<file path="src/rtl/iob_axi2iob.sv">
// AXI4 slave to IOb master bridge; serves one AXI transaction at a time, one beat per IOb access.
// Latency: AW/AR accepted one cycle after valid is seen; read beats appear one cycle after iob_rvalid_i.
// Backpressure: W passes straight through to IOb (wready = iob_ready); B/R outputs hold until bready/rready.
module iob_axi2iob #(
  parameter int ADDR_W    = 32,
  parameter int DATA_W    = 32,
  parameter int AXI_ID_W  = 1,
  parameter int AXI_LEN_W = 8
) (
  input  logic                  clk_i,
  input  logic                  cke_i,
  input  logic                  arst_i,
  // AXI write address
  input  logic                  axi_awvalid_i,
  output logic                  axi_awready_o,
  input  logic [ADDR_W-1:0]     axi_awaddr_i,
  input  logic [AXI_ID_W-1:0]   axi_awid_i,
  input  logic [AXI_LEN_W-1:0]  axi_awlen_i,
  input  logic [2:0]            axi_awsize_i,
  input  logic [1:0]            axi_awburst_i,
  // AXI write data
  input  logic                  axi_wvalid_i,
  output logic                  axi_wready_o,
  input  logic [DATA_W-1:0]     axi_wdata_i,
  input  logic [DATA_W/8-1:0]   axi_wstrb_i,
  input  logic                  axi_wlast_i,
  // AXI write response
  output logic                  axi_bvalid_o,
  input  logic                  axi_bready_i,
  output logic [AXI_ID_W-1:0]   axi_bid_o,
  output logic [1:0]            axi_bresp_o,
  // AXI read address
  input  logic                  axi_arvalid_i,
  output logic                  axi_arready_o,
  input  logic [ADDR_W-1:0]     axi_araddr_i,
  input  logic [AXI_ID_W-1:0]   axi_arid_i,
  input  logic [AXI_LEN_W-1:0]  axi_arlen_i,
  input  logic [2:0]            axi_arsize_i,
  input  logic [1:0]            axi_arburst_i,
  // AXI read data
  output logic                  axi_rvalid_o,
  input  logic                  axi_rready_i,
  output logic [DATA_W-1:0]     axi_rdata_o,
  output logic [AXI_ID_W-1:0]   axi_rid_o,
  output logic [1:0]            axi_rresp_o,
  output logic                  axi_rlast_o,
  // IOb master
  output logic                  iob_valid_o,
  output logic [ADDR_W-1:0]     iob_addr_o,
  output logic [DATA_W-1:0]     iob_wdata_o,
  output logic [DATA_W/8-1:0]   iob_wstrb_o,
  input  logic                  iob_ready_i,
  input  logic                  iob_rvalid_i,
  input  logic [DATA_W-1:0]     iob_rdata_i
);

  typedef enum logic [2:0] {IDLE, WRITE, WRESP, RD_REQ, RD_WAIT, RD_DATA} state_t;

  state_t                 state, state_nxt;
  logic [ADDR_W-1:0]      addr;
  logic [AXI_ID_W-1:0]    id;
  logic [AXI_LEN_W-1:0]   len;
  logic [2:0]             size;
  logic [1:0]             burst;
  logic [AXI_LEN_W-1:0]   cnt;
  logic                   aw_rdy;
  logic                   ar_rdy;
  logic                   last_rd;   // 1: read won the last contested arbitration
  logic [DATA_W-1:0]      rdata;

  logic                   aw_hs, ar_hs, w_beat, r_beat, beat_last;
  logic [ADDR_W-1:0]      addr_step;

  // Handshake and beat qualifiers; FIXED bursts keep the address, INCR and WRAP step by the beat size
  always_comb begin
    aw_hs     = aw_rdy & axi_awvalid_i;
    ar_hs     = ar_rdy & axi_arvalid_i;
    w_beat    = (state == WRITE) & axi_wvalid_i & iob_ready_i;
    r_beat    = (state == RD_DATA) & axi_rready_i;
    beat_last = (cnt == len);
    addr_step = (burst == 2'b00) ? '0 : (ADDR_W'(1) << size);
  end

  // State register
  always_ff @(posedge clk_i or posedge arst_i) begin
    if (arst_i)     state <= IDLE;
    else if (cke_i) state <= state_nxt;
  end

  // Next-state logic
  always_comb begin
    state_nxt = state;
    case (state)
      IDLE:    if (aw_hs) state_nxt = WRITE;
               else if (ar_hs) state_nxt = RD_REQ;
      WRITE:   if (w_beat && axi_wlast_i) state_nxt = WRESP;
      WRESP:   if (axi_bready_i) state_nxt = IDLE;
      RD_REQ:  if (iob_ready_i) state_nxt = RD_WAIT;
      RD_WAIT: if (iob_rvalid_i) state_nxt = RD_DATA;
      RD_DATA: if (axi_rready_i) state_nxt = beat_last ? IDLE : RD_REQ;
      default: state_nxt = IDLE;
    endcase
  end

  // Address-channel grant: ready is registered so it never follows valid combinationally.
  // The round-robin flag only moves on contested grants, so an uncontested grant does not
  // steal the other channel's turn.
  always_ff @(posedge clk_i or posedge arst_i) begin
    if (arst_i) begin
      aw_rdy  <= 1'b0;
      ar_rdy  <= 1'b0;
      last_rd <= 1'b0;
    end else if (cke_i) begin
      if (aw_hs) aw_rdy <= 1'b0;
      if (ar_hs) ar_rdy <= 1'b0;
      if (state == IDLE && !aw_rdy && !ar_rdy) begin
        if (axi_awvalid_i && axi_arvalid_i) begin
          if (last_rd) aw_rdy <= 1'b1;
          else         ar_rdy <= 1'b1;
          last_rd <= ~last_rd;
        end else if (axi_awvalid_i) begin
          aw_rdy <= 1'b1;
        end else if (axi_arvalid_i) begin
          ar_rdy <= 1'b1;
        end
      end
    end
  end

  // Transaction context, beat counter/address advance and read data capture
  always_ff @(posedge clk_i or posedge arst_i) begin
    if (arst_i) begin
      addr  <= '0;
      id    <= '0;
      len   <= '0;
      size  <= '0;
      burst <= '0;
      cnt   <= '0;
      rdata <= '0;
    end else if (cke_i) begin
      if (aw_hs) begin
        addr  <= axi_awaddr_i;
        id    <= axi_awid_i;
        len   <= axi_awlen_i;
        size  <= axi_awsize_i;
        burst <= axi_awburst_i;
        cnt   <= '0;
      end else if (ar_hs) begin
        addr  <= axi_araddr_i;
        id    <= axi_arid_i;
        len   <= axi_arlen_i;
        size  <= axi_arsize_i;
        burst <= axi_arburst_i;
        cnt   <= '0;
      end else if (w_beat || r_beat) begin
        addr <= addr + addr_step;
        cnt  <= cnt + 1'b1;
      end
      if (state == RD_WAIT && iob_rvalid_i) rdata <= iob_rdata_i;
    end
  end

  // Outputs decoded from state; data buses are forced to zero outside their active states
  always_comb begin
    axi_awready_o = aw_rdy;
    axi_arready_o = ar_rdy;
    axi_wready_o  = 1'b0;
    axi_bvalid_o  = 1'b0;
    axi_bid_o     = '0;
    axi_bresp_o   = 2'b00;
    axi_rvalid_o  = 1'b0;
    axi_rdata_o   = '0;
    axi_rid_o     = '0;
    axi_rresp_o   = 2'b00;
    axi_rlast_o   = 1'b0;
    iob_valid_o   = 1'b0;
    iob_addr_o    = '0;
    iob_wdata_o   = '0;
    iob_wstrb_o   = '0;
    case (state)
      WRITE: begin
        axi_wready_o = iob_ready_i;
        iob_valid_o  = axi_wvalid_i;
        iob_addr_o   = addr;
        iob_wdata_o  = axi_wdata_i;
        iob_wstrb_o  = axi_wstrb_i;
      end
      WRESP: begin
        axi_bvalid_o = 1'b1;
        axi_bid_o    = id;
      end
      RD_REQ: begin
        iob_valid_o = 1'b1;
        iob_addr_o  = addr;
      end
      RD_DATA: begin
        axi_rvalid_o = 1'b1;
        axi_rdata_o  = rdata;
        axi_rid_o    = id;
        axi_rlast_o  = beat_last;
      end
      default: ;
    endcase
  end

endmodule

</file>
<file path="config.mk">
export PLATFORM = sky130hd
export DESIGN_NAME = iob_axi2iob
export DESIGN_NICKNAME = d
export VERILOG_FILES = /design/src/rtl/iob_axi2iob.sv
export SDC_FILE = /design/constraint.sdc
export NUM_CORES = 1
export LEC_CHECK = 0
export CORE_MARGIN = 2
export CORE_UTILIZATION = 42
export DETAILED_ROUTE_END_ITERATION = 7
export PLACE_DENSITY = 0.87
export RECOVER_POWER = 50
export SETUP_SLACK_MARGIN = 0.3
export SYNTH_ARGS = -nofsm -noshare
export SYNTH_HDL_FRONTEND = slang
export SYNTH_SLANG_ARGS = --single-unit
</file>
<file path="constraint.sdc">
create_clock -name clk_i -period 3.6 [get_ports clk_i]
set_input_delay 0.72 -clock clk_i [delete_from_list [all_inputs] [get_ports clk_i]]
set_output_delay 0.72 -clock clk_i [all_outputs]
set_load 0.01 [all_outputs]
</file>
## After elaboration in Yosys (flattened, before gate mapping)

Index checks and enable logic that the tools add are counted.

| word-level totals | value |
|---|---|
| bits in read-only memories | 0 |
| RAM bits | 0 |
| flip-flop bits (word level) | 92 |
| input bits | 171 |
| output and inout bits | 113 |
| logic and storage cells | 96 |
| memories | 0 |
| latch bits | 0 |

| cells by class | value |
|---|---|
| multiplexer cells | 46 |
| bitwise logic cells | 6 |
| $mul | 0 |
| shifts and indexed selects | 1 |
| add/subtract/negate cells | 2 |
| div/mod/pow operators | 0 |
| equality and inequality tests | 12 |
| magnitude comparators | 0 |
| reductions and logical operators | 18 |

Operators with widths:

| operator | count |
|---|---|
| 2-to-1 mux 32 bit | 7 |
| 2-to-1 mux 8 bit | 5 |
| adder 32 bit | 1 |
| left shift 1 x 3 -> 32 bit, first input constant | 1 |
| 2-to-1 mux 3 bit | 9 |
| 2-to-1 mux 1 bit | 19 |
| case mux 3 bit (6 select lines) | 1 |
| adder 8 x 1 -> 8 bit, second input constant | 1 |
| == test 8 bit | 1 |
| != test 2 bit, second input constant | 4 |
| AND reduction 7 bit | 1 |
| == test 3 x 2 -> 1 bit, second input constant | 2 |
| == test 3 bit, second input constant | 2 |
| 2-to-1 mux 2 bit | 3 |
| AND reduction 2 bit | 3 |
| bitwise AND 1 bit | 5 |
| logical AND 1 bit | 5 |
| 2-to-1 mux 4 bit | 1 |
| == test 3 x 1 -> 1 bit, second input constant | 1 |
| zero test 3 bit | 1 |
| != test 3 bit, second input constant | 1 |
| AND reduction 3 bit | 1 |
| nonzero test 3 bit | 1 |
| zero test 1 bit | 2 |
| other kinds (7) | 7 |

## Logic depth before layout (Yosys ltp)

Gate-level depths: netlist of the first run.

| depth | value |
|---|---|
| word-level depth | 7 |
| mapped depth | 10 |
| mapped depth without buffers | 10 |

## Worst setup path after synthesis of the first run

Ideal clock, no wire load.

| path | value |
|---|---|
| path kind | register to register |
| start point | reg burst[1] |
| end point | reg addr[16] |
| setup slack | 0.932 ns |
| stages on the path, launching flop included | 11 |
| setup time | 0.129 ns |
| data arrival time | 2.538 ns |
| data required time | 3.471 ns |
| cells stage by stage | dfrtp_1 > o21bai_1 > nor3_1 > ha_1 > fa_1 > a211oi_1 > o21ai_1 > o21ai_1 > nor3_1 > a222oi_1 > o2bb2ai_1 |

| on the way | value |
|---|---|
| longest elaborated chain between the ends | 6 |

RTL lines:

| what | line | RTL |
|---|---|---|
| start: declaration | 64 | `logic [1:0] burst;` |
| start signal: assignment | 146 | `burst <= axi_awburst_i;` |
| start signal: assignment | 153 | `burst <= axi_arburst_i;` |
| zero test 2 bit | 81 | `addr_step = (burst == 2'b00) ? '0 : (ADDR_W'(1) << size);` |
| 2-to-1 mux 32 bit | 81 |  |
| adder 32 bit | 156 | `addr <= addr + addr_step;` |
| 2-to-1 mux 32 bit | 155 | `end else if (w_beat \|\| r_beat) begin` |
| 2-to-1 mux 32 bit | 148 | `end else if (ar_hs) begin` |
| 2-to-1 mux 32 bit | 141 | `if (aw_hs) begin` |
| end signal: assignment | 142 | `addr <= axi_awaddr_i;` |
| end signal: assignment | 149 | `addr <= axi_araddr_i;` |
| end signal: assignment | 156 |  |
| end: declaration | 60 | `logic [ADDR_W-1:0] addr;` |

Every way passes these cells. The select of a mux whose other input is x is not followed.
A chain may end at the register's enable or synchronous reset.

## Worst setup path in the final report of the first run

| path | value |
|---|---|
| start point | in cke_i |
| end point | reg rdata[16] |

| on the way | value |
|---|---|
| longest elaborated chain between the ends | 1 |

RTL lines:

| what | line | RTL |
|---|---|---|
| start: declaration | 11 | `input logic cke_i,` |
| AND reduction 2 bit (no source line) | - |  |
| end signal: assignment | 159 | `if (state == RD_WAIT && iob_rvalid_i) rdata <= iob_rdata_i;` |
| end: declaration | 69 | `logic [DATA_W-1:0] rdata;` |

Every way passes these cells.

==> metrics, run 1 <==
sequential area share after synthesis 37.79%; Clock Power Share between 10% and 20%; minimum clock period slightly above 3 ns; Max Fclk 0.3311 GHz; I/O pin count 284; CP endpoint kind flip-flop; dpl cells roughly 1100; CP Class primary input to flip-flop; via count 6376; number of flops mapped to enable cells by yosys 0; fill cell total of the finished layout 1197; GPL Wtd Cong 0.9033; Final HPWL DP between 10000 and 15000 um; pre-CTS setup slack roughly 0.39 ns; via/cell ratio 5.501; clk_skew 0.006929 ns; Tot GR Track Use 25.58%; Worst Max-Slew Pin Slew 1.984 ns; buffer count from post-CTS setup fixing 0; Reg2Reg Setup Slack approximately 0.58 ns; worst path required time 3.83 ns; RSZ-0062 raised after global routing no; Net Sw Power 2.217 mW; area occupied by multi-input gates 0.003566 mm^2; placed inst area ~0.0090 mm^2; clock slew seen by the registers of the worst setup and hold paths 0.07 ns; vias in the first global route 6294; Buffers on Ports 279; DIE HEIGHT 124.4 um; Initial DRC Count 398; maximum vdd drop 0.0002576 V; Layout Utilization 65.01%; ant diodes 0; PD cells about 590 mW/mm^2; Syn Std Cell Area 0.006092 mm^2; startpoint types primary input; layout cells sized above 1 8.000%; Slew headroom -32.99%; H-tree levels 3; Final ANT Viol Nets 0; Pleak between 3 and 4 nW; max-cap violations 1; Comb pwr share 49.5%; # setup viols final 0; Starting Density 42.40%; Power Internal 3.282 mW; sw frac approximately 40%; FP Rows 44; crit path DAT about 3.3 ns; Syn Inst Count 712; syn avg cell area 8.556 um^2; Fin. Hold Viols 0; CTS tree yes; dominant synthesized flop cell dfrtp_1; largest net degree at the start of global routing between 50 and 60; power consumption 5.499 mW; Post-Route Setup TNS 0 ns; final wirelength 19990 um; DRC 0; PostCTS Resize Cnt 0; CTS root buf clkbuf_16; initial antenna violation count 0; CP Max Fanout 21; # hold bufs at CTS 0; core area 0.01437 mm^2; CTS Buf Count 9; register bit count reported by yosys 92; final net count 1151; status complete, but fails checks; part of the power in registers 33.6%; GR Overflow Total 0; routed len/inst 17.25 um; fin crit share a little over four fifths; final cell count without fillers 1159; Worst Hold Class flip-flop to flip-flop; Fin Hold WS 0.4978 ns; fin worst setup slack 0.5797 ns; first-pass GRT wire length 32640 um; CTS sink cnt 92; Worst-Skew Late Latency 0.35 ns; Pre-antenna DRT Iters 5; FFs w/ async S/R, synth between 90% and 100%; Syn. warnings 0; Clock Path Buffers 2; Storage cell area 0.002302 mm^2; failing checks capacitance limit, slew limit; Die W approximately 120 um; die footprint roughly 0.015 mm^2; Yosys cell types 63; Final Cell Area 0.009341 mm^2; Slew Viols, Final 42; area grow syn2layout 53.34%
## layout make-up
type	count	share of cell area (%)
Clock inverter	7	0.7233
Clock buffer	9	2.411
Tap cell	184	2.465
Inverter	9	0.3750
Timing Repair Buffer	295	31.21
Multi-Input combinational cell	563	38.17
Sequential cell	92	24.65
## power by group through the flow
stage | Combinational (mW) | Sequential (mW) | Clock, mW
after floorplan | 1.71 | 1.68 | 0
after global placement | 2.66 | 1.83 | 0
after detailed placement | 2.73 | 1.85 | 0
after CTS | 2.75 | 1.84 | 0.954
after global routing | 3.00 | 1.91 | 0.994
final | 2.72 | 1.85 | 0.931
## path summary, 6_finish.rpt
path / depth (start not counted) / to / start
setup / recovery: 4 / rdata[16] / cke_i
hold / removal: 1 / rdata[19] / rdata[19]
setup reg to reg: 10 / addr[16] / burst[1]
hold reg to reg: 1 / rdata[19] / rdata[19]
max in group asynchronous: 3 / cnt[5] / arst_i
min in group asynchronous: 2 / rdata[23] / arst_i
## logic make-up (layout without fill, tap and decap cells)
| logic type | count (synthesis) | in the layout | synth area share [%] |
|---|---|---|---|
| DFF | 92 | 92 | 37.79 |
| and+or+nand+nor | 321 | 321 | 27.91 |
| muxes | 34 | 34 | 6.285 |
| xor gates and xnor gates | 19 | 19 | 2.732 |
| adders and majority gates | 10 | 10 | 2.177 |
| other | 1 | 4 | 0.06156 |
| buffers and inverters | 60 | 320 | 4.128 |
| AOI/OAI and AO/OA | 175 | 175 | 18.92 |
## registers in the layout, summed over array words and instances (netlist names), named ones only
signal,count
addr,32
rdata,32
cnt,8
len,8
size,3
state,3
burst,2
axi_awready_o,1
id,1
last_rd,1
## per-layer routing
layer | track usage, % | wire, um | up-vias
li1 | - | - | 3048
met3 | 4.639 | 1264 | 27
met5 | 0 | 0 | -
met4 | 6.477 | 295 | 0
met2 | 44.23 | 9888 | 271
met1 | 33.13 | 8546 | 3030
## cells in the mapped netlist (4+ instances only)
library cell | count | area [um^2]
ha_1 | 9 | 112.6
a21o_1 | 6 | 45.04
a211oi_1 | 6 | 45.04
o21ai_0 | 49 | 245.2
and3_1 | 5 | 31.28
clkbuf_1 | 37 | 138.9
nor2_1 | 55 | 206.5
o211ai_1 | 5 | 37.54
nor3_1 | 12 | 60.06
and2_1 | 107 | 669.4
inv_1 | 9 | 33.78
mux2_2 | 34 | 382.9
dfrtp_1 | 92 | 2302
buf_4 | 4 | 30.03
nand2b_1 | 4 | 25.02
nand3_1 | 13 | 65.06
o2bb2ai_1 | 9 | 78.83
nand2_1 | 82 | 307.8
buf_2 | 9 | 45.04
a21oi_1 | 28 | 140.1
a31oi_1 | 20 | 125.1
nand4_1 | 10 | 62.56
nor4_1 | 10 | 62.56
a22oi_1 | 5 | 37.54
or3_1 | 4 | 25.02
a221oi_1 | 7 | 61.31
xor2_1 | 16 | 140.1
a22o_1 | 8 | 70.07
## worst max-delay path, stage by stage
cell           delay [ns]
dlygate4sd3_1        0.69
nand4_1              0.49
clkbuf_1             0.91
mux2_2               0.43
## cell usage in the layout (no fill, tap or decap), drive strengths merged, types with 3 or more instances in the layout
master	netlist	layout
or4	3	3
a211oi	6	6
clkdlybuf4s50	0	273
a31oi	20	20
a22oi	5	5
clkinv	0	4
xnor2	3	3
o2bb2ai	9	9
nand2	82	82
and2	108	108
a221oi	7	7
xor2	16	16
o22ai	3	3
or2	3	3
and3	6	6
a21oi	28	28
nor2	56	56
nand3	15	15
nand4	11	11
o211ai	5	5
nor3	12	12
clkbuf	37	12
o21ai	52	52
conb	1	4
mux2	34	34
o311ai	3	3
dlygate4sd3	0	6
inv	9	11
buf	14	13
nor4	10	10
nand2b	4	4
a21o	6	6
o21a	3	3
a311oi	3	3
dfrtp	92	92
a22o	8	8
or3	4	4
a311o	3	3
ha	9	9
No activity file was read; power rests on OpenSTA's default activity.
==> run 2, diff against run 1 <==
CORE_UTILIZATION = 38   (was 42)
PLACE_DENSITY = 0.83   (was 0.87)
clock period = 2.49 ns   (was 3.6 ns; I/O delays follow)
==> run 2 against run 1 <==
Effect of this change: via count up 16%; cell count is 13% higher; critical path type is now flip-flop to flip-flop; largest power group unchanged; sequential cell count did not move; the flow finishes with violations (setup timing); hold slack worse by 0.0025 ns.
==> metrics, run 2 (synthesis results as in run 1) <==
CTS sink cnt 92; fill cell total of the finished layout 1045; Die W ~130 um; final wirelength around 27000 um; Clock Path Buffers 2; Starting Density 38.63%; DRC 0; max-cap violations 0; CP Class flip-flop to flip-flop; fin crit share 107.6%; core area ~0.016 mm^2; Final HPWL DP about 16000 um; Initial DRC Count 505; Worst Max-Slew Pin Slew between 1 and 1.5 ns; final cell count without fillers around 1300; Worst-Skew Late Latency about 0.36 ns; DIE HEIGHT 130.6 um; RSZ-0062 raised after global routing yes; CTS tree yes; CP endpoint kind flip-flop; FP Rows 46; maximum vdd drop 0.0004918 V; GR Overflow Total 0; power consumption about 11 mW; commonest cells after routing, fill and taps aside clkdlybuf4s50_1 (169), buf_6 (102), dfrtp_1 (86); Buffers on Ports 279; Max Fclk between 0.3 and 0.4 GHz; final net count 1266; pre-CTS setup slack -0.08609 ns; minimum clock period ~2.7 ns; initial antenna violation count 0; ant diodes 0; crit path DAT 2.95 ns; layout cells sized above 1 41.47%; PD cells 946.3 mW/mm^2; I/O pin count 284; Final ANT Viol Nets 0; Layout Utilization ~73%; clock slew seen by the registers of the worst setup and hold paths 0.07 ns; Pre-antenna DRT Iters 5; vias in the first global route 6865; GPL Wtd Cong 0.8740; worst path required time 2.76 ns; clk_skew 0.01291 ns; CTS Buf Count 9; via count 7368; status complete, but fails checks; first-pass GRT wire length 36350 um; # setup viols final 15; via/cell ratio 5.642; dpl cells 1218; fin worst setup slack -0.1904 ns; Fin. Hold Viols 0; Largest regs addr: 32 flops, rdata: 32 flops; CTS root buf clkbuf_16; largest net degree at the start of global routing between 90 and 100; Worst Hold Class flip-flop to flip-flop; die footprint 0.01706 mm^2; Slew Viols, Final 0; area grow syn2layout 88.77%; Tot GR Track Use 27.36%; startpoint types flip-flop; routed len/inst 20.85 um; Slew headroom 13.92%; failing checks setup timing; H-tree levels 3; most common cell after layout, fill and taps aside clkdlybuf4s50_1; Pleak 4.977 nW; CP Max Fanout 6
==> run 2: changes by cell type in the layout (fill, tap and decap cells not counted), sizes merged <==
cell	before	now
buf	13	215
clkdlybuf4s50	273	169
clkbuf	12	33
clkinv	4	1
dlygate4sd3	6	3
inv	11	9
bufbuf	0	1
bufinv	0	1
clkinvlp	1	2
dlygate4sd2	0	1
==> run 2: routing by layer <==
layer,vias up,part of all wire (%),global-route usage [%]
li1,3283,-,-
met1,3553,38,33.59
met2,431,50,46.26
met3,101,8.6,6.352
met4,0,3.8,11.64
met5,-,0,0
==> run 2: report_power, final <==
part	internal, mW	switching (mW)	total [mW]
sequential	2.07	0.638	2.71
combinational	3.65	3.05	6.69
clock	0.841	0.643	1.48
total	6.56	4.33	10.9
==> run 2: critical path: stages (launching register included) <==
cell and delay, ns:
dfrtp_2 0.45, o21bai_4 0.21, nor3_2 0.06, ha_2 0.21, fa_2 0.40, a211oi_2 0.21, o21ai_2 0.14, o2111ai_4 0.39
buf_6 0.17, nor2_1 0.03, o21ai_0 0.17, o2bb2ai_1 0.16
==> run 2: path summary, 6_finish.rpt <==
| path | from | end | slack, ns | cells past startpoint |
|---|---|---|---|---|
| max | burst[1] | addr[26] | -0.19 | 11 |
| max in group asynchronous | arst_i | burst[1] | 0.47 | 3 |
| max reg2reg | burst[1] | addr[26] | -0.19 | 11 |
| min in group asynchronous | arst_i | rdata[29] | 1.13 | 3 |
| min reg2reg | last_rd | last_rd | 0.50 | 1 |
| min | last_rd | last_rd | 0.50 | 1 |
==> run 2: through the flow <==
stage / cell area, um^2 / TNS (ns) / hold WS (ns)
floorplan: 6185 / 0 / 0.4616
global placement: 9567 / -0.01662 / 0.4779
detailed placement: 9567 / -0.2748 / 0.4847
CTS: 10560 / -0.1530 / 0.4983
global route: 11500 / -5.567 / 0.5154
finish: 11500 / -1.247 / 0.4952
==> run 2: cell type report <==
cell class                      instances  area, um^2  area share [%]
Clock buffer                           12       256.5           2.230
Clock inverter                          4       55.05          0.4787
Tap cell                              216       270.3           2.350
Sequential cell                        92        2310           20.08
Inverter                                9       37.54          0.3264
Multi-Input combinational cell        563        4364           37.95
Timing Repair Buffer                  410        4207           36.58
==> run 2: what timing repair did <==
action                                  in CTS  in global routing
endpoints found under the setup margin     140                145
hold endpoints to repair                     0                  0
buffers inserted                            36                 20
gates cloned                                 9                  7
gates resized for setup                    377                351
pin swaps                                   49                 73
hold buffers                                 0                  0
